<file path="src/rtl/pulse_mon_pkg.sv">
// Shared definitions for the pulse burst monitor: FSM state encoding and a
// saturating increment used by every burst counter.
package pulse_mon_pkg;

   typedef enum logic [1:0] {
      StIdle   = 2'd0,
      StHigh   = 2'd1,
      StLow    = 2'd2,
      StReport = 2'd3
   } state_e;

   // Counters are zero-extended to 32 bits by the caller and truncated back.
   function automatic logic [31:0] sat_inc(input logic [31:0] val, input logic [31:0] max_val);
      return (val >= max_val) ? max_val : val + 32'd1;
   endfunction

endpackage

</file>
<file path="src/rtl/pulse_burst_monitor_if.sv">
// Burst report channel: valid/ready handshake plus the per-burst fields.
interface pulse_burst_monitor_if #(
   parameter int unsigned CNT_W  = 8,
   parameter int unsigned TIME_W = 8
);
   logic              valid;
   logic              ready;
   logic [CNT_W-1:0]  count;
   logic [TIME_W-1:0] len;
   logic [TIME_W-1:0] max_high;
   logic              overflow;

   modport master (
      output valid,
      output count,
      output len,
      output max_high,
      output overflow,
      input  ready
   );

   modport slave (
      input  valid,
      input  count,
      input  len,
      input  max_high,
      input  overflow,
      output ready
   );
endinterface

</file>
<file path="src/rtl/sync_edge_det.sv">
// Two-flop synchronizer for an asynchronous pulse input, followed by a
// delay register that yields single-cycle rise/fall strobes.
module sync_edge_det (
   input  logic clk,
   input  logic rst_n,
   input  logic sig_i,
   output logic sig_s_o,
   output logic rise_o,
   output logic fall_o
);

   logic meta_q;
   logic sync_q;
   logic sig_q;

   always_ff @(posedge clk or negedge rst_n) begin
      if (!rst_n) begin
         meta_q <= 1'b0;
         sync_q <= 1'b0;
         sig_q  <= 1'b0;
      end else begin
         meta_q <= sig_i;
         sync_q <= meta_q;
         sig_q  <= sync_q;
      end
   end

   assign sig_s_o = sync_q;
   assign rise_o  = sync_q & ~sig_q;
   assign fall_o  = ~sync_q & sig_q;

endmodule

</file>
<file path="src/rtl/pulse_burst_monitor.sv">
// Groups synchronized input pulses into bursts and reports pulse count, burst
// length and widest high phase of each burst over a valid/ready channel.
module pulse_burst_monitor
   import pulse_mon_pkg::*;
#(
   parameter int unsigned CNT_W      = 8,
   parameter int unsigned TIME_W     = 8,
   parameter int unsigned IDLE_LIMIT = 16
) (
   input  logic                  clk,
   input  logic                  rst_n,
   input  logic                  sig_in_i,
   input  logic                  clear_i,
   output logic                  busy_o,
   pulse_burst_monitor_if.master burst_io
);

   localparam logic [CNT_W-1:0]  CntMax  = '1;
   localparam logic [TIME_W-1:0] TimeMax = '1;
   localparam logic [TIME_W-1:0] IdleLim = TIME_W'(IDLE_LIMIT);

   logic sig_s;
   logic rise;
   logic fall;

   sync_edge_det u_sync (
      .clk     (clk),
      .rst_n   (rst_n),
      .sig_i   (sig_in_i),
      .sig_s_o (sig_s),
      .rise_o  (rise),
      .fall_o  (fall)
   );

   state_e            state_q;
   logic [CNT_W-1:0]  count_q;
   logic [TIME_W-1:0] len_q;
   logic [TIME_W-1:0] hi_q;
   logic [TIME_W-1:0] max_high_q;
   logic [TIME_W-1:0] len_fall_q;
   logic [TIME_W-1:0] idle_q;
   logic              ovf_q;
   logic              busy_q;
   logic              valid_q;
   logic [CNT_W-1:0]  rep_count_q;
   logic [TIME_W-1:0] rep_len_q;
   logic [TIME_W-1:0] rep_max_q;
   logic              rep_ovf_q;

   logic [CNT_W-1:0]  count_inc;
   logic [TIME_W-1:0] len_inc;
   logic [TIME_W-1:0] hi_inc;
   logic              count_at_max;
   logic              len_at_max;
   logic              hi_at_max;

   assign count_inc    = CNT_W'(sat_inc(32'(count_q), 32'(CntMax)));
   assign len_inc      = TIME_W'(sat_inc(32'(len_q), 32'(TimeMax)));
   assign hi_inc       = TIME_W'(sat_inc(32'(hi_q), 32'(TimeMax)));
   assign count_at_max = (count_q == CntMax);
   assign len_at_max   = (len_q == TimeMax);
   assign hi_at_max    = (hi_q == TimeMax);

   always_ff @(posedge clk or negedge rst_n) begin
      if (!rst_n) begin
         state_q     <= StIdle;
         count_q     <= '0;
         len_q       <= '0;
         hi_q        <= '0;
         max_high_q  <= '0;
         len_fall_q  <= '0;
         idle_q      <= '0;
         ovf_q       <= 1'b0;
         busy_q      <= 1'b0;
         valid_q     <= 1'b0;
         rep_count_q <= '0;
         rep_len_q   <= '0;
         rep_max_q   <= '0;
         rep_ovf_q   <= 1'b0;
      end else if (clear_i) begin
         state_q     <= StIdle;
         count_q     <= '0;
         len_q       <= '0;
         hi_q        <= '0;
         max_high_q  <= '0;
         len_fall_q  <= '0;
         idle_q      <= '0;
         ovf_q       <= 1'b0;
         busy_q      <= 1'b0;
         valid_q     <= 1'b0;
         rep_count_q <= '0;
         rep_len_q   <= '0;
         rep_max_q   <= '0;
         rep_ovf_q   <= 1'b0;
      end else begin
         unique case (state_q)
            StIdle: begin
               if (rise) begin
                  state_q    <= StHigh;
                  busy_q     <= 1'b1;
                  count_q    <= CNT_W'(1);
                  len_q      <= TIME_W'(1);
                  hi_q       <= TIME_W'(1);
                  max_high_q <= '0;
                  ovf_q      <= 1'b0;
               end
            end
            StHigh: begin
               len_q <= len_inc;
               if (len_at_max) ovf_q <= 1'b1;
               // hi only tracks cycles that are actually high, so the fall cycle is excluded
               if (sig_s) begin
                  hi_q <= hi_inc;
                  if (hi_at_max) ovf_q <= 1'b1;
               end
               if (fall) begin
                  state_q    <= StLow;
                  max_high_q <= (hi_q > max_high_q) ? hi_q : max_high_q;
                  len_fall_q <= len_q;
                  idle_q     <= TIME_W'(1);
               end
            end
            StLow: begin
               len_q <= len_inc;
               if (len_at_max) ovf_q <= 1'b1;
               // The burst is already over once IDLE_LIMIT lows are seen; a coincident rise is lost.
               if (idle_q == IdleLim) begin
                  state_q     <= StReport;
                  valid_q     <= 1'b1;
                  rep_count_q <= count_q;
                  rep_len_q   <= len_fall_q;
                  rep_max_q   <= max_high_q;
                  rep_ovf_q   <= ovf_q | len_at_max;
               end else begin
                  idle_q <= idle_q + 1'b1;
                  if (rise) begin
                     state_q <= StHigh;
                     hi_q    <= TIME_W'(1);
                     count_q <= count_inc;
                     if (count_at_max) ovf_q <= 1'b1;
                  end
               end
            end
            StReport: begin
               if (burst_io.ready) begin
                  state_q     <= StIdle;
                  busy_q      <= 1'b0;
                  valid_q     <= 1'b0;
                  rep_count_q <= '0;
                  rep_len_q   <= '0;
                  rep_max_q   <= '0;
                  rep_ovf_q   <= 1'b0;
               end
            end
         endcase
      end
   end

   assign busy_o            = busy_q;
   assign burst_io.valid    = valid_q;
   assign burst_io.count    = rep_count_q;
   assign burst_io.len      = rep_len_q;
   assign burst_io.max_high = rep_max_q;
   assign burst_io.overflow = rep_ovf_q;

endmodule

</file>
<file path="src/flat_wrapper.sv">
// flat-port wrapper written by rule: the top's interface ports become plain ports
module pulse_burst_monitor_flat import pulse_mon_pkg::*;
#(
   parameter int unsigned CNT_W      = 8,
   parameter int unsigned TIME_W     = 8,
   parameter int unsigned IDLE_LIMIT = 16
)
  (clk, rst_n, sig_in_i, clear_i, busy_o, burst_io_valid, burst_io_count, burst_io_len, burst_io_max_high, burst_io_overflow, burst_io_ready);
  pulse_burst_monitor_if #(.CNT_W(CNT_W), .TIME_W(TIME_W)) burst_io_i ();
  input  logic clk;
  input  logic rst_n;
  input  logic sig_in_i;
  input  logic clear_i;
  output logic busy_o;
  output wire logic [$bits(burst_io_i.valid)-1:0] burst_io_valid;
  output wire logic [$bits(burst_io_i.count)-1:0] burst_io_count;
  output wire logic [$bits(burst_io_i.len)-1:0] burst_io_len;
  output wire logic [$bits(burst_io_i.max_high)-1:0] burst_io_max_high;
  output wire logic [$bits(burst_io_i.overflow)-1:0] burst_io_overflow;
  input wire logic [$bits(burst_io_i.ready)-1:0] burst_io_ready;
  assign burst_io_valid = burst_io_i.valid;
  assign burst_io_count = burst_io_i.count;
  assign burst_io_len = burst_io_i.len;
  assign burst_io_max_high = burst_io_i.max_high;
  assign burst_io_overflow = burst_io_i.overflow;
  assign burst_io_i.ready = burst_io_ready;
  pulse_burst_monitor #(.CNT_W(CNT_W), .TIME_W(TIME_W), .IDLE_LIMIT(IDLE_LIMIT)) u_core (.clk(clk), .rst_n(rst_n), .sig_in_i(sig_in_i), .clear_i(clear_i), .busy_o(busy_o), .burst_io(burst_io_i));
endmodule
</file>
<file path="config.mk">
export PLATFORM = sky130hd
export DESIGN_NAME = pulse_burst_monitor_flat
export DESIGN_NICKNAME = d
export VERILOG_FILES = /design/src/rtl/pulse_mon_pkg.sv /design/src/rtl/pulse_burst_monitor_if.sv /design/src/rtl/sync_edge_det.sv /design/src/rtl/pulse_burst_monitor.sv /design/src/flat_wrapper.sv
export SDC_FILE = /design/constraint.sdc
export NUM_CORES = 1
export LEC_CHECK = 0
export CAP_MARGIN = 10
export CORE_MARGIN = 4
export CORE_UTILIZATION = 50
export CTS_BUF_LIST = sky130_fd_sc_hd__clkbuf_4
export DETAILED_ROUTE_END_ITERATION = 10
export PLACE_DENSITY_LB_ADDON = 0.25
export SLEW_MARGIN = 20
export SYNTH_ARGS = -nofsm -noshare
export SYNTH_HDL_FRONTEND = slang
export SYNTH_SLANG_ARGS = --single-unit
</file>
<file path="constraint.sdc">
create_clock -name clk -period 2.3 [get_ports clk]
set_input_delay 0.46 -clock clk [delete_from_list [all_inputs] [get_ports clk]]
set_output_delay 0.46 -clock clk [all_outputs]
set_load 0.03 [all_outputs]
</file>
# After elaboration in Yosys (flattened, before gate mapping)
# Cells that the tools add are included.
word_totals:
  output_inout_bits: 27
  reg_bits: 81
classes:
  n_eq_ne: 15
  n_mux: 62
  order_cmp: 4
  reduce_logical: 21
  add_sub_neg: 4
  bitwise: 5
op_table:
  columns: ["cell", "count"]
  rows:
  - ["two-way mux 8 bit", 29]
  - ["one-hot mux 8 bit (2 select lines)", 7]
  - ["adder 8 x 1 -> 8 bit, second input constant", 4]
  - ["== test 8 bit, second input constant", 3]
  - [">= comparator 8 bit, second input constant", 3]
  - ["one-hot mux 8 bit (3 select lines)", 1]
  - ["nonzero test 3 bit", 6]
  - ["two-way mux 1 bit", 15]
  - ["inequality test 3 x 2 -> 1 bit, second input constant", 5]
  - ["AND reduction 3 bit", 4]
  - ["two-way mux 2 bit", 5]
  - ["inequality test 3 bit, second input constant", 3]
  - ["== test 8 x 5 -> 1 bit, second input constant", 1]
  - ["greater-than comparator 8 bit", 1]
  - ["one-hot mux 2 bit (4 select lines)", 1]
  - ["AND reduction 2 bit", 4]
  - ["AND reduction 4 bit", 2]
  - ["one-hot mux 1 bit (2 select lines)", 3]
  - ["== test 2 bit, second input constant", 2]
  - ["nonzero test 2 bit", 2]
  - ["nonzero test 4 bit", 1]
  - ["one-hot mux 1 bit (3 select lines)", 1]
  - ["AND 1 bit", 2]
  - ["== test 2 x 1 -> 1 bit, second input constant", 1]
  - ["other kinds (4)", 5]

# Longest topological paths before layout
# Gate-level depths: netlist of the first run.
logic_depth:
  depth_word: 7
  ltp_mapped: 10
  depth_no_buf: 7

# Modules after synthesis
# From an unflattened synthesis of the first run, not the netlist that was laid out.
unflattened:
  cells_unflattened: 390
  hier_area_um2: 4057.6
modules_own_cells:
  columns: ["module", "seq_area_each_um2", "n_inst", "area_per_inst_um2", "cells_each"]
  rows:
  - ["pulse_burst_monitor", 1951.9, 1, 3967.6, 385]
  - ["sync_edge_det", 75.1, 1, 90.1, 5]

# Worst setup path after synthesis of the first run
# No wires, ideal clock.
synth_timing:
  kind: "register -> register"
  start: "register u_core.state_q[0]"
  end: "register u_core.count_q[5]"
  setup_ns: 0.068
  required_time_ns: 2.232
  path_stages_with_launch: 8
  t_arrival_ns: 2.121
  synth_period_minus_slack_ns: 2.189
  path_slack_ns: 0.111
  n_path_buf: 1
  path_cell_list: "dfrtp_1 > inv_1 > ha_1 > clkbuf_1 > a21bo_2 > nor4_1 > a21bo_2 > a22o_1"
synth_between:
  elab_chain_cells: 3
  elab_cells_between_ends: 9
synth_rtl:
  columns: ["element", "line", "rtl"]
  rows:
  - ["start, declared", "pulse_burst_monitor.sv:35", "state_e state_q;"]
  - ["start signal, assigned", "pulse_burst_monitor.sv:66", "state_q <= StIdle;"]
  - ["start signal, assigned", "pulse_burst_monitor.sv:81", "state_q <= StIdle;"]
  - ["start signal, assigned", "pulse_burst_monitor.sv:99", "state_q <= StHigh;"]
  - ["== test 2 bit or zero test 2 bit (tied branches)", "pulse_burst_monitor.sv:96", "unique case (state_q)"]
  - ["inequality test 3 x 2 -> 1 bit (no line) (tied with other cells)", null, null]
  - ["AND reduction 4 bit (no line) or two-way mux 8 bit (tied branches)", null, null]
  - ["end signal, assigned", "pulse_burst_monitor.sv:139", "count_q <= count_inc;"]
  - ["end, declared", "pulse_burst_monitor.sv:36", "logic [CNT_W-1:0] count_q;"]
# Several ways; a longest one is shown, not always the timed one.
# A chain may end at the register's enable or synchronous reset.

# Worst setup path in the final report of the first run
layout_timing:
  start: "register u_core.idle_q[1]"
  end: "register u_core.rep_ovf_q, in the netlist u_core.burst_io.overflow"
layout_between:
  elab_chain_cells: 3
layout_rtl:
  columns: ["element", "line", "rtl"]
  rows:
  - ["start, declared", "pulse_burst_monitor.sv:41", "logic [TIME_W-1:0] idle_q;"]
  - ["start signal, assigned", "pulse_burst_monitor.sv:135", "idle_q <= idle_q + 1'b1;"]
  - ["== test 8 x 5 -> 1 bit", "pulse_burst_monitor.sv:127", "if (idle_q == IdleLim) begin"]
  - ["inequality test 3 x 2 -> 1 bit (no line)", null, null]
  - ["AND reduction 3 bit (no line)", null, null]
  - ["end signal, assigned", "pulse_burst_monitor.sv:133", "rep_ovf_q <= ovf_q | len_at_max;"]
  - ["end, declared", "pulse_burst_monitor.sv:48", "logic rep_ovf_q;"]
# No other way between the ends.

==> flow_summary.toml, run 1 <==
[cts]
clk_latency_ns = 0.43
path_clk_slew_ns = 0.14
post_cts_buffers = 0
cts_tree = "yes"
cts_made_buffers = 9
cts.sink_count = 81
h-tree-depth = 3
clockRootBuffer = "clkbuf_4"
clk_path_buf_depth = 2

[logic_synthesis]
netlist_area_um2 = 4270
avgSynthCellArea_um2 = 9.00
syn_nets = 497
synth_largest_area_cell = "dfrtp_1"
synth_cell_type_count = 51
synth_edf_count = 0
ys_ff_latch = 81
ys.warnings.count = 0
syn-instance-count = 475
yosysTopAreaCellShare = 0.474
async_reset_ff_frac = 1.00
synth_area_leaders = "dfrtp_1, nand2_1, a21oi_1"
synth_flop_cell = "dfrtp_1"
yosysSeqAreaShare = 0.474

[floorplanning]
dieWidth_um = 100
num_io_pins = 32
core.rowCount = 33
core_area_um2 = 8260
fp.dieArea_um2 = 10100
start_util = 0.518
die_h_um = 100

[layout]
stdcell_area_um2 = 4980
syn2layout_area_growth_pct = 16.4
diodes = 0
n_fill_cell = 728
post-route-util = 0.603
nets = 539
drive_gt1_frac = 0.0958

[timing]
relSlewSlack = 0.585
setup_tns_ns = 0
tightest_slew_ns = 0.623
fin_crit_ns = 2.16
drv_slew = 0
clock.fmax_ghz = 0.464
finalSetupViolCount = 0
rsz0062_at_grt = "no"
timing.final.crit_share = 0.938
hold_viol = 0
clock_skew_ns = 0.0151

[power_and_ir_drop]
power.switching_uw = 706
p_comb_frac = 0.085
p_int_mw = 1.97
p_clk_frac = 0.371
ir_drop_uv = 314
power.share.switching = 0.264
seq_power_share = 0.544
power_density_nw_per_um2 = 538
cellLeakagePower_nw = 2.14

[drt]
wl_per_cell_um = 15.3
vias_per_cell = 5.81
drc = 0
drt-initial-drc-count = 259
ant_nets = 0
wirelength_mm = 9.60
dr.pass1.iters = 5
vias = 3646

[global_routing]
gr-total-overflow = 0
grt_usage = 0.197
grt_first_pass_wirelength_mm = 16.2
first_global_vias = 3402
grt_max_degree = 49
antenna_found_initial = 0

[critical_path]
path_cells = "inv_1 > ha_1 > nor3b_2 > a21boi_2 > or3_1 > buf_4 > or3_1 > a21oi_1"
reg2reg_slack_ns = 0.14
criticalPathCategory = "register to register"
cp_data_arrival_time_ns = 2.52
critPathCaptureType = "register"
cpMostUsedCell = "or3_1"
required_ns = 2.67
start_kind = "register"
path_max_fanout = 24
critPathMaxStageDelay_ns = 0.42
cp_slowest_cell = "dfrtp_1"

[flow_run]
drv_cap = 0

[placed_design]
routabilityCongestion = 0.916
dp_hpwl_mm = 6.67
postPlaceCellArea_um2 = 4800
port_buffers = 31

[outcome]
status = "completed"

[worst_hold_path]
hold_class = "primary input to asynchronous set/reset pin"
critical path, delay by kind of cell (launching register included):
family | cells | cell delay [ns]
fa+ha+maj | 1 | 0.15
buf+inv | 2 | 0.29
compound gates | 2 | 0.25
flops | 1 | 0.42
simple gates | 3 | 0.97
flip-flops by register name (all words and copies together), names as in the netlist, 2 cells and up:
name and flops:
u_core.len_fall_q 8, u_core.idle_q 8, u_core.count_q 8, u_core.burst_io.len 8, u_core.burst_io.count 8, u_core.burst_io.max_high 8, u_core.max_high_q 8, u_core.state_q 2
u_core.len_q 8, u_core.hi_q 8
cells in the mapped netlist (all sizes together) (3+ instances only):
cell type	number
nand2	80
dfrtp	81
nand2b	3
o31ai	3
xor2	3
ha	17
a22o	3
nand4	5
a211oi	3
a41oi	5
nor2	27
or3	12
nor2b	6
and3	11
inv	22
mux2i	8
o21ai	28
a31oi	4
buf	6
nand3b	18
nor3	8
clkbuf	18
nand3	13
xnor2	3
a21oi	58
final cells by class:
class                   count  area, um2  area share
repair buffers             55        495      0.0996
inverters                  22       82.6      0.0166
flip-flops and latches     81       2030       0.407
multi-input cells         348       2070       0.417
clock buffers              10       75.1      0.0151
clock inverters             6       91.3      0.0184
well taps                 105        131      0.0264
per-stage QoR:
stage                     instances  setup slack, ns  hold WS (ns)  power (mW)
after floorplan                 475            0.111         0.164        1.61
after global placement          611            0.152         0.333        1.70
final                           627            0.143        0.0193        2.68
after CTS                       627           0.0417        0.0218        2.68
after detailed placement        611           0.0781         0.337        1.71
after global routing            627          0.00672        0.0461        2.77
layer usage:
| layer | global-route usage | vias to the layer above | part of all wire |
|---|---|---|---|
| met2 | 0.310 | 99 | 0.46 |
| met3 | 0.0284 | 19 | 0.037 |
| li1 | - | 1760 | - |
| met5 | 0 | - | 0 |
| met1 | 0.280 | 1768 | 0.49 |
| met4 | 0.0674 | 0 | 0.014 |
power groups by stage:
stage / Clock [mW] / Sequential [mW] / Combinational (mW)
6_report: 0.992 / 1.46 / 0.229
5_1_grt: 1.06 / 1.46 / 0.254
3_5_place_dp: 0 / 1.48 / 0.225
3_3_place_gp: 0 / 1.48 / 0.221
2_1_floorplan: 0 / 1.49 / 0.127
4_1_cts: 0.997 / 1.46 / 0.226
final timing paths:
path,start,end,cells past startpoint
setup / recovery,u_core.idle_q[1],u_core.burst_io.overflow,8
hold / removal,rst_n,u_core.burst_io.len[3],1
setup reg to reg,u_core.idle_q[1],u_core.burst_io.overflow,8
hold reg to reg,u_core.u_sync.meta_q,u_core.u_sync.sig_s_o,0
max in group asynchronous,rst_n,u_core.hi_q[0],2
min in group clk,u_core.u_sync.meta_q,u_core.u_sync.sig_s_o,0
cells by family (layout without fill, tap and decap cells):
group	count (synthesis)	in the layout	synth area share
multiplexers	9	9	0.0214
AO/OA/AOI/OAI	124	124	0.174
adder cells (fa/ha/maj)	17	17	0.0498
flip-flops	81	81	0.474
AND/OR/NAND/NOR	192	192	0.225
XOR/XNOR	6	6	0.0123
buffers and inverters	46	93	0.0427
cells in the final DEF (no fill, tap or decap), drive strengths merged, types with 2 or more instances in the layout:
cell type      instances
nor2b                  6
a211oi                 3
nand2                 80
o31ai                  3
a22o                   3
nand3b                18
nor3b                  2
nor2                  27
dfrtp                 81
clkinvlp               3
buf                   26
nand2b                 3
a41oi                  5
xnor2                  3
bufinv                 2
a221o                  2
a21bo                  2
nand3                 13
nand4                  5
or3                   12
nor3                   8
xor2                   3
clkbuf                10
inv                   23
o21ai                 28
mux2i                  8
nor4                   2
a21oi                 58
o211ai                 2
a21o                   2
and3                  11
a31oi                  4
clkdlybuf4s50         29
a22oi                  2
o21bai                 2
ha                    17
timing repair:
item | in CTS | in global routing
resized for setup | 0 | 1
hold buffers | 0 | 0
endpoints found under the setup margin | 0 | 8
endpoints found under the hold margin | 0 | 0
Power figures use the tool's default switching activity.
==> run 2: changes to the inputs <==
--- a/config.mk
+++ b/config.mk
@@ -6,7 +6,7 @@
 export NUM_CORES = 1
 export LEC_CHECK = 0
 export CAP_MARGIN = 10
-export CORE_MARGIN = 4
+export CORE_MARGIN = 5
 export CORE_UTILIZATION = 50
 export CTS_BUF_LIST = sky130_fd_sc_hd__clkbuf_4
 export DETAILED_ROUTE_END_ITERATION = 10
==> run 2 against run 1 <==
  * Clock-buffer cell count unchanged
  * Combinational power decreased by 3%
  * Highest routed layer unchanged
  * Clock skew increased by 0.0024 ns
  * Utilization decreased by 0.38 points
==> flow_summary.toml, run 2 (same netlist as run 1, synthesis figures left out) <==
[outcome]
status = "completed"

[power_and_ir_drop]
p_int_mw = 1.86
power.share.switching = 0.265
cellLeakagePower_nw = 2.12
p_comb_frac = 0.088
p_total_mw = 2.53
power.switching_uw = 670
ir_drop_uv = 267
seq_power_share = 0.577
power_density_nw_per_um2 = 512
p_clk_frac = 0.336

[placed_design]
place_ws_ns = 0.0236
dp_hpwl_mm = 6.70
routabilityCongestion = 0.864
port_buffers = 31
place_inst = 608

[drt]
wl_met1_mm = 4.41
drc = 0
wirelength_mm = 9.45
dr.pass1.iters = 4
ant_nets = 0
wl_met3_um = 418
highest_layer = "met4"
drt-initial-drc-count = 209
vias = 3558
vias_per_cell = 5.69
wl_per_cell_um = 15.1
wl_met2_mm = 4.44

[timing]
relSlewSlack = 0.626
tightest_slew_ns = 0.561
finalSetupViolCount = 0
rsz0062_at_grt = "no"
fin_crit_ns = 2.11
drv_slew = 0
clock_skew_ns = 0.0175
clock.fmax_ghz = 0.474
timing.final.crit_share = 0.916
setup_tns_ns = 0
final.setup.worst_slack_ns = 0.192
hold_viol = 0

[layout]
layout_common_cells = "dfrtp_1, nand2_1, a21oi_1"
fin_cells = 625
drive_gt1_frac = 0.0923
nets = 537
multi_input_area_um2 = 2080
post-route-util = 0.599
seqCellArea_um2 = 2030
n_fill_cell = 729
layout_commonest_cell = "dfrtp_1"
diodes = 0
syn2layout_area_growth_pct = 15.7

[floorplanning]
num_io_pins = 32
core.rowCount = 33
start_util = 0.518
core_area_um2 = 8260
die_h_um = 102
fp.dieArea_um2 = 10500
dieWidth_um = 102

[cts]
post_cts_buffers = 0
h-tree-depth = 3
clk_path_buf_depth = 2
path_clk_slew_ns = 0.13
clockRootBuffer = "clkbuf_4"
cts_tree = "yes"
cts.sink_count = 81
cts_made_buffers = 9
clk_latency_ns = 0.42

[critical_path]
criticalPathCategory = "register to register"
path_max_fanout = 18
start_kind = "register"
required_ns = 2.64
cp_data_arrival_time_ns = 2.45
critPathCaptureType = "register"

[worst_hold_path]
hold_class = "register to register"

[global_routing]
antenna_found_initial = 0
grt_max_degree = 35
grt_usage = 0.195
grt_first_pass_wirelength_mm = 16.3
first_global_vias = 3498
gr-total-overflow = 0

[flow_run]
drv_cap = 0
-- run 2: repair_timing --
item                                    in CTS  in global routing
endpoints found under the hold margin       28                  0
endpoints found under the setup margin       1                 16
hold buffers                                 1                  0
gates resized for setup                      1                  1
-- run 2: worst paths after layout --
check | startpoint | endpoint | depth (start not counted) | slack [ns]
min in group asynchronous | rst_n | u_core.burst_io.len[4] | 2 | 0.49
max reg2reg | u_core.idle_q[0] | u_core.burst_io.overflow | 7 | 0.19
max in group asynchronous | rst_n | u_core.len_q[0] | 3 | 1.21
min reg2reg | u_core.u_sync.meta_q | u_core.u_sync.sig_s_o | 0 | 0.36
max | u_core.idle_q[0] | u_core.burst_io.overflow | 7 | 0.19
min | u_core.u_sync.meta_q | u_core.u_sync.sig_s_o | 0 | 0.36
-- run 2: power groups by stage --
stage,combinational (mW),sequential [mW],clock (mW)
CTS,0.223,1.46,0.886
detailed placement,0.220,1.49,0
global placement,0.215,1.49,0
global route,0.253,1.46,0.939
floorplan,0.127,1.49,0
finish,0.222,1.46,0.850
-- run 2: metal layers --
layer / track usage / vias to the layer above
met5: 0 / -
met4: 0.0666 / 0
met3: 0.0437 / 17
met2: 0.310 / 83
met1: 0.263 / 1697
li1: - / 1761
-- run 2: cell type report --
| class | count | area share |
|---|---|---|
| Inverter | 22 | 0.0167 |
| Sequential cell | 81 | 0.410 |
| Timing Repair Buffer | 53 | 0.0977 |
| Tap cell | 105 | 0.0266 |
| Clock inverter | 6 | 0.0137 |
| Multi-Input combinational cell | 348 | 0.420 |
| Clock buffer | 10 | 0.0152 |
-- run 2: critical path, stage by stage (launching register included) --
cell and delay (ns):
dfrtp_1 0.44, inv_1 0.07, ha_1 0.16, nor3b_2 0.22
a21boi_2 0.14, or3_4 0.50, or3_1 0.37, a21oi_1 0.14
-- run 2: per-stage QoR --
stage	area, um2	hold slack [ns]
floorplan	4270	0.164
global placement	4780	0.333
detailed placement	4780	0.336
CTS	4940	0.366
global route	4940	0.380
finish	4940	0.361
==> RTL change 1: new RTL, config.mk and constraints of run 1 <==
Re-encode `state_e` (4 states) as Gray code, 2 bits wide.
--- a/src/rtl/pulse_mon_pkg.sv
+++ b/src/rtl/pulse_mon_pkg.sv
@@ -4,8 +4,8 @@
 
    typedef enum logic [1:0] {
-      StIdle   = 2'd0,
-      StHigh   = 2'd1,
-      StLow    = 2'd2,
-      StReport = 2'd3
+      StIdle   = 2'b00,
+      StHigh   = 2'b01,
+      StLow    = 2'b11,
+      StReport = 2'b10
    } state_e;
 
Function: no difference found for any inputs over 10 cycles, from zero or initial values and one cycle with rst_n low; not proved beyond that.
==> RTL change 1 against run 1 <==
Area after synthesis is 2.6% lower; power is 6.0% higher; setup slack worse by 61 ps; design area is 2.9% lower; final cell count is 9.3% lower; wire length is 7.2% lower; via count is 9.0% lower; sequential cell count stayed put; critical path depth is 1 lower.
==> RTL change 1: results <==
[outcome]
status = completed

[critical_path]
r2r_cells = 7
worst_path_max_delay_cell = nor4_2
max_stage_delay_ps = 570
cp.arrival_ps = 2600
regToRegEndpoint = u_core.max_high_q[5]
regToRegStartpoint = u_core.max_high_q[6]

[placed_design]
dpl.hpwl_um = 6294
place_area_um2 = 4653
gp_congestion = 0.8680
dp_cells = 552
dp_slack_ps = 151.6

[sta]
skew_ps = 14.97
fin_ws_ps = 82.50
maxSlewHeadroom_pct = 57.57
fin_hold_ws_ps = 367.7

[route]
routed-wl-met3_um = 395
drc = 0
wl_met2_um = 4095
routed_wirelength_um = 8903
drt_first_pass_iters = 4
wl_met1_um = 4297
vias = 3318
top_layer = met4
drt_iter0_markers = 217

[logic_synthesis]
synthTopCellsByCount = 81 x dfrtp_1, 37 x a21oi_1, 35 x nand2_1, 33 x a22o_1, 30 x nor2_1
synth_compound_area_share_pct = 22.64
synthTopCellsByArea = dfrtp_1 49%, a22o_1 6.9%, ha_1 5.4%
seq_area_frac_synth_pct = 48.71
syn_nets = 439
synth.top_cell.area_share_pct = 48.71
muxShareOfSynthArea_pct = 1.654
ys_types = 64
synthXorXnorAreaFrac_pct = 0

[pwr]
irDropWorstVdd_v = 0.0002943
powerDensity_nw_per_um2 = 587.4

[global_routing]
use_met2_pct = 30.17
use_met3_pct = 4.067
grtUsageTotal_pct = 19.35
grt_pass1_wl_um = 15540
use_met1_pct = 27.01
grt_pass1_vias = 3202

[finish]
clkbuf_count = 9
nNonClkBuffers = 46
fin_nets = 482
n_sequential_cell = 81
fill_cells = 707
multi_input_area_share_pct = 40.86
clk_share_pct = 3.496
buffer_area_share_pct = 9.270
multi_input_cells = 299
drive_above_1_share_pct = 11.21

[min_path]
min_path_type = reg2reg

[clocking]
postCtsHoldBufs = 1

[die]
core-area_um2 = 8175
RTL change 1: cell count changes in the layout (fill, tap and decap cells not counted), moves of 4 or more:
cell / change
a21o_1: +4
a21oi_1: -21
a22o_1: +30
and3_1: -6
buf_4: -11
mux2i_1: -4
nand2_1: -45
nand3_1: +8
nand3b_1: -17
or3_1: -5
RTL change 1: where the power goes:
part | switching [mW] | internal [mW]
sequential | 0.0319 | 1.45
combinational | 0.238 | 0.130
clock | 0.544 | 0.449
RTL change 1: worst min path at each step:
stage,startpoint,endpoint
after floorplan,rst_n,u_core.burst_io.count[0]
after global placement,u_core.u_sync.meta_q,u_core.u_sync.sig_s_o
final,u_core.u_sync.meta_q,u_core.u_sync.sig_s_o
after CTS,u_core.u_sync.meta_q,u_core.u_sync.sig_s_o
after global routing,u_core.u_sync.meta_q,u_core.u_sync.sig_s_o
after detailed placement,u_core.u_sync.meta_q,u_core.u_sync.sig_s_o
==> RTL change 2: new RTL, flow settings as in run 1 <==
Without the edit above. `IDLE_LIMIT` is set to 16 in 2 places; all go to 12.
--- a/src/rtl/pulse_burst_monitor.sv
+++ b/src/rtl/pulse_burst_monitor.sv
@@ -6,5 +6,5 @@
    parameter int unsigned CNT_W      = 8,
    parameter int unsigned TIME_W     = 8,
-   parameter int unsigned IDLE_LIMIT = 16
+   parameter int unsigned IDLE_LIMIT = 12
 ) (
    input  logic                  clk,
--- a/src/flat_wrapper.sv
+++ b/src/flat_wrapper.sv
@@ -4,5 +4,5 @@
    parameter int unsigned CNT_W      = 8,
    parameter int unsigned TIME_W     = 8,
-   parameter int unsigned IDLE_LIMIT = 16
+   parameter int unsigned IDLE_LIMIT = 12
 )
   (clk, rst_n, sig_in_i, clear_i, busy_o, burst_io_valid, burst_io_count, burst_io_len, burst_io_max_high, burst_io_overflow, burst_io_ready);
Function: same outputs for any inputs over 10 cycles, from zero or initial values and one cycle with rst_n low; that may be too few to reach the edited logic, so the function may still have changed.
==> RTL change 2 against run 1 <==
Area after synthesis shrank 3.8%; via count down 9.1%; clock skew rose by 6.8 ps; sequential cell count unchanged; wire length down 7.1%; power decreased by 9.0%; combinational power down 4%; setup slack better by 22 ps; count of clock-buffer cells in the layout decreased by 1; design area fell by 5.3%.
==> RTL change 2: results <==
[outcome]
status = completed

[critical_path]
crit_path_max_fanout = 11
cp.arrival_ps = 2470
r2r_cells = 7

[global_routing]
grt_start_max_net_pins = 48
grtUsageTotal_pct = 19.63
antenna_found_initial = 0
grt_pass1_wl_um = 15660
grt_pass1_vias = 3204

[clocking]
h-tree-depth = 3
clock_latency_ps = 430
clk_path_buf_depth = 2
cts_setup_buffers = 0
cts_made_buffers = 9

[sta]
skew_ps = 21.94
tightest_slew_ps = 679.4

[finish]
diodes = 0
fin_nets = 482
drive_above_1_share_pct = 10.32
fill_cells = 672

[placed_design]
place_area_um2 = 4584
dpl.hpwl_um = 6369
gp_congestion = 0.8267
dp_slack_ps = -113.0

[logic_synthesis]
syn_nets = 441
synth_compound_area_share_pct = 22.76
seq_area_frac_synth_pct = 49.29
muxShareOfSynthArea_pct = 0
synthXorXnorAreaFrac_pct = 0.8518
ys_types = 51
async_flop_share_pct = 100.0
yosys.area_share.adder_pct = 5.172
synthTopCellsByCount = 81 x dfrtp_1, 47 x nand2_1, 46 x a21oi_1, 33 x a22o_1, 24 x nor2_1
synth_ff_type = dfrtp_1
synthTopCellsByArea = dfrtp_1 49%, a22o_1 7.0%, a21oi_1 5.6%
yosys_warnings = 0

[pwr]
power.leakage_nw = 2.084
irDropWorstVdd_v = 0.0002207

[route]
drt_first_pass_iters = 4
avgViaCountPerCell = 5.843
drt_iter0_markers = 223
routed_wirelength_um = 8911

[die]
die_w_um = 98.70

[min_path]
min_path_type = in2async
==> RTL change 2: cell types whose count changed in the layout (fill, tap and decap cells not counted), sizes merged, moves of 6 or more <==
cell	before	now
a21oi	58	47
a22o	3	33
or3	12	4
nand2	80	47
mux2i	8	0
buf	26	20
nand3b	18	2
==> RTL change 2: area by class of cell <==
type | count | area [um2] | area share, %
multi-input cells | 297 | 1893 | 40.18
repair buffers | 50 | 462.9 | 9.825
flip-flops and latches | 81 | 2027 | 43.02
inverters | 21 | 78.83 | 1.673
clock inverters | 7 | 55.05 | 1.168
well taps | 102 | 127.6 | 2.708
clock buffers | 9 | 67.56 | 1.434
==> RTL change 2: logic make-up (layout without fill, tap and decap cells) <==
logic type | Yosys count | after routing
and+or+nand+nor | 135 | 135
AOI/OAI and AO/OA | 141 | 141
DFF | 81 | 81
buffers and inverters | 41 | 87
adders and majority gates | 17 | 17
xor gates and xnor gates | 4 | 4
==> RTL change 2: worst paths after layout <==
| kind | from | to | slack, ps |
|---|---|---|---|
| setup / recovery | u_core.state_q[0] | u_core.count_q[0] | 160 |
| hold / removal | rst_n | u_core.idle_q[4] | 30 |
| setup reg to reg | u_core.state_q[0] | u_core.count_q[0] | 160 |
| hold reg to reg | u_core.u_sync.meta_q | u_core.u_sync.sig_s_o | 380 |
| max in group asynchronous | rst_n | u_core.count_q[3] | 1690 |
| min in group clk | u_core.u_sync.meta_q | u_core.u_sync.sig_s_o | 380 |
==> RTL change 2: stage by stage <==
step,cells,utilization (%),setup TNS [ps]
final,567,60.04,0
after floorplan,419,-,0
after global routing,567,60.04,0
after detailed placement,551,58.42,-2122
after CTS,567,59.98,0
after global placement,551,58.42,-962.6
==> RTL change 2: power breakdown <==
group          leakage [nW]  switching (mW)  internal (mW)
registers              1.12          0.0205           1.44
logic                 0.903           0.148         0.0712
clock network        0.0625           0.529          0.229
==> RTL change 2: critical path: stages, from the launching register on <==
cell and delay [ps]:
dfrtp_1 440, inv_1 80, ha_1 260, buf_4 200
or2_2 290, a21oi_1 200, o22ai_1 270, o31ai_1 300
==> RTL change 2: layer usage <==
metal  vias up  GRT usage [%]  wire [um]
met5         -              0          0
met4         0          6.092        105
met3        10          3.539        300
met2        73          29.95       4198
met1      1619          28.59       4307
li1       1611              -          -
